File: config.mk
export PLATFORM = sky130hd
export DESIGN_NAME = crc32_d8
export DESIGN_NICKNAME = d
export VERILOG_FILES = /design/src/rtl/gmii_chk_pkg.sv /design/src/rtl/crc32_d8.sv
export SDC_FILE = /design/constraint.sdc
export NUM_CORES = 1
export LEC_CHECK = 0
export CORE_ASPECT_RATIO = 0.75
export CORE_MARGIN = 2
export CORE_UTILIZATION = 39
export DETAILED_ROUTE_END_ITERATION = 10
export PLACE_DENSITY = 0.9
export SLEW_MARGIN = 5
export SYNTH_ARGS = -nofsm -noshare
export SYNTH_HDL_FRONTEND = slang
export SYNTH_SLANG_ARGS = --single-unit
export TNS_END_PERCENT = 50
File: constraint.sdc
create_clock -name vclk -period 4.5
set_input_delay 0.675 -clock vclk [all_inputs]
set_output_delay 0.675 -clock vclk [all_outputs]
set_load 0.03 [all_outputs]
File: src/rtl/gmii_chk_pkg.sv
// Shared types and constants for the GMII frame checker.
package gmii_chk_pkg;

  typedef enum logic [2:0] {
    WAIT_IDLE,
    IDLE,
    PREAMBLE,
    DATA,
    DROP
  } chk_state_e;

  // CRC-32 (IEEE 802.3), MSB-first register fed LSB-first data bits
  localparam logic [31:0] CRC_POLY    = 32'h04C11DB7;
  localparam logic [31:0] CRC_INIT    = 32'hFFFFFFFF;
  localparam logic [31:0] CRC_RESIDUE = 32'hC704DD7B;

  localparam logic [7:0] PRE_BYTE = 8'h55;
  localparam logic [7:0] SFD_BYTE = 8'hD5;
  localparam int unsigned PRE_COUNT = 7;

  // Byte offsets after the SFD
  localparam int unsigned OFS_DA      = 0;
  localparam int unsigned OFS_TYPE    = 12;
  localparam int unsigned OFS_PROTO   = 23;
  localparam int unsigned OFS_DPORT   = 36;
  localparam int unsigned OFS_PAYLOAD = 42;

  localparam int unsigned MIN_HDR_LEN   = 38;
  localparam int unsigned MIN_FRAME_LEN = 64;
  localparam int unsigned MAX_FRAME_LEN = 1518;

  localparam int unsigned LEN_W     = 11;
  localparam int unsigned DLY_DEPTH = 4;

  typedef struct packed {
    logic       vld;
    logic [7:0] data;
  } dly_ent_t;

  // Byte idx of a MAC address in wire order (idx 0 = most significant)
  function automatic logic [7:0] mac_byte(input logic [47:0] mac, input logic [2:0] idx);
    return 8'(mac >> (6'd40 - {idx, 3'b000}));
  endfunction

endpackage

File: src/rtl/crc32_d8.sv
// Combinational CRC-32 update for one byte, data bit 0 first.
module crc32_d8
  import gmii_chk_pkg::*;
(
  input  logic [31:0] crc_in,
  input  logic [7:0]  data,
  output logic [31:0] crc_next_c
);

  // Eight serial shift steps unrolled
  always_comb begin
    crc_next_c = crc_in;
    for (int i = 0; i < 8; i++) begin
      if (crc_next_c[31] ^ data[i]) crc_next_c = {crc_next_c[30:0], 1'b0} ^ CRC_POLY;
      else                          crc_next_c = {crc_next_c[30:0], 1'b0};
    end
  end

endmodule

==> summary.md <==
| Metric | Value |
|---|---|
| Status | `completed` |
| RSZ-0062 raised after global routing | `no` |
| Most common cell after layout, fill and taps aside | `clkdlybuf4s50_1` |
| Vias per cell | `4.16` |
| Die area | `0.00296 sq mm` |
| Initial cell density of the core | `42.2%` |
| F_max | `0.267 GHz` |
| Crit-path most repeated cell | `clkdlybuf4s50_1` |
| I/O Buffers | `72` |
| CP Depth | `5` |
| Clock Buffer Count | `0` |
| Post-route ant nets | `0` |
| # placed instances | `169` |
| Slowest CP cell | `clkdlybuf4s50_1` |
| Initial antenna violation count | `0` |
| Synth cell types | `10` |
| Die X | `62.2 um` |
| Total congestion overflow | `0` |
| Final hold vios | `0` |
| Seq. cell area | `0 sq um` |
| Mapped Area | `990 sq um` |
| I/O pin count | `72` |
| Setup violators final | `0` |
| Crit. End Element | `output pin` |
| Pwr/cell area | `463 mW/mm^2` |
| Layout area overhead | `77.1%` |
| Seq cells | `0` |
| DRT Pass-1 Iters | `3` |
| Fin crit share | `83.3%` |
| Initial drt markers | `13` |
| CP Class | `in2out` |
| Worst Hold Depth | `3` |
| Layout cell share with drive strength beyond 1 | `11.1%` |
| Avg WL per Cell | `13.4 um` |
| CP arrival | `3070 ps` |
| Largest net degree at the start of global routing | `9` |
| Mean Syn Cell Area | `15.7 sq um` |
| Hold Crit Class | `in2out` |
| Leak pwr | `0.748 nW` |
| Slew HR | `68.7%` |
| First-pass GRT wire length | `3.59 mm` |
| Post-CTS sizing | `0` |
| Design Power | `0.811 mW` |
| Final HPWL DP | `2.02 mm` |
| Synth warn | `0` |
| Final Hold Slack | `2470 ps` |
| Drt total wl | `2.26 mm` |
| Synthesized Nets | `103` |
| Data required, critical path | `3830 ps` |
| Crit path buffers/inverters | `2` |
| Worst-path cell chain | `clkdlybuf4s50_1 -> xnor2_4 -> xor3_2 -> xnor3_1 -> clkdlybuf4s50_1` |
| Final nets | `177` |
| Critical path peak fanout | `8` |
| Core area | `0.00235 sq mm` |
| CP startpoint | `data[0]` |
| Number of global-route vias before repair | `712` |
| Worst-Margin Slew | `467 ps` |
| Post-route setup TNS | `0 ps` |
| Die height | `47.6 um` |
| Crit-path max cell delay | `670 ps` |
| Sequential fraction of the synthesis area | `0%` |
| Minimum clock period | `3750 ps` |
| Routed via count | `703` |
| Rows | `15` |
| Cell count after synthesis | `63` |
| MaxCap Viol Count | `0` |
| Crit start category | `primary input` |
| Start point of the worst hold path | `crc_in[17]` |
| Hold Buf Count CTS | `0` |
| GR Util All Layers | `15.2%` |
| Final Slew Violations | `0` |
| Non-filler cells, final | `169` |
| GPL Wtd Cong | `0.697` |
| Antenna cells | `0` |
| Postcts setup bufs | `0` |
| Most frequent cells in the layout | `72 x clkdlybuf4s50_1, 25 x xnor2_1, 8 x xnor2_4, 8 x xor3_1` |
| Max VDD drop | `0.304 mV` |
| # DRC | `0` |
| Family with the most delay on the worst path | `XOR/XNOR gates` |
==> through the flow <==
step,util [%],worst slack [ps],cell area [sq um]
after floorplan,-,1770,990
after global placement,74.7,809,1750
after detailed placement,74.7,754,1750
after CTS,74.7,741,1750
after global routing,74.7,691,1750
final,74.7,750,1750
==> final cells by class <==
| class | count | area (sq um) |
|---|---|---|
| Multi-Input combinational cell | 62 | 986 |
| Timing Repair Buffer | 72 | 721 |
| Fill cell | 169 | 593 |
| Tap cell | 34 | 42.5 |
| Inverter | 1 | 3.75 |
==> synthesized netlist by cell type <==
library cell	count	share of area, %
xnor2_1	25	22
xor3_2	1	2.5
xor2_1	7	6.2
xor3_1	8	19
xnor2_4	8	22
xnor3_1	7	16
xnor2_2	3	4.9
inv_1	1	0.38
xor2_2	1	1.6
xnor3_2	2	4.8
==> report_power, final <==
part | internal [mW] | total (mW) | switching [mW]
Combinational | 0.402 | 0.811 | 0.409
Sequential | 0 | 0 | 0
Clock | 0 | 0 | 0
==> cell families after synthesis <==
logic type	count (synthesis)	synth area share (%)
XOR/XNOR	62	99.6
buffers and inverters	1	0.379
==> worst paths after layout <==
kind / endpoint / slack [ps]
worst max-delay path: crc_next_c[13] / 750
worst min-delay path: crc_next_c[25] / 2470
==> metal layers <==
metal	global-route usage [%]	routed length, um
met5	0	0
met4	0	0
met3	3.53	189
met2	29.8	1160
met1	19.2	917
Note: power is estimated with default switching activity, not from simulation.
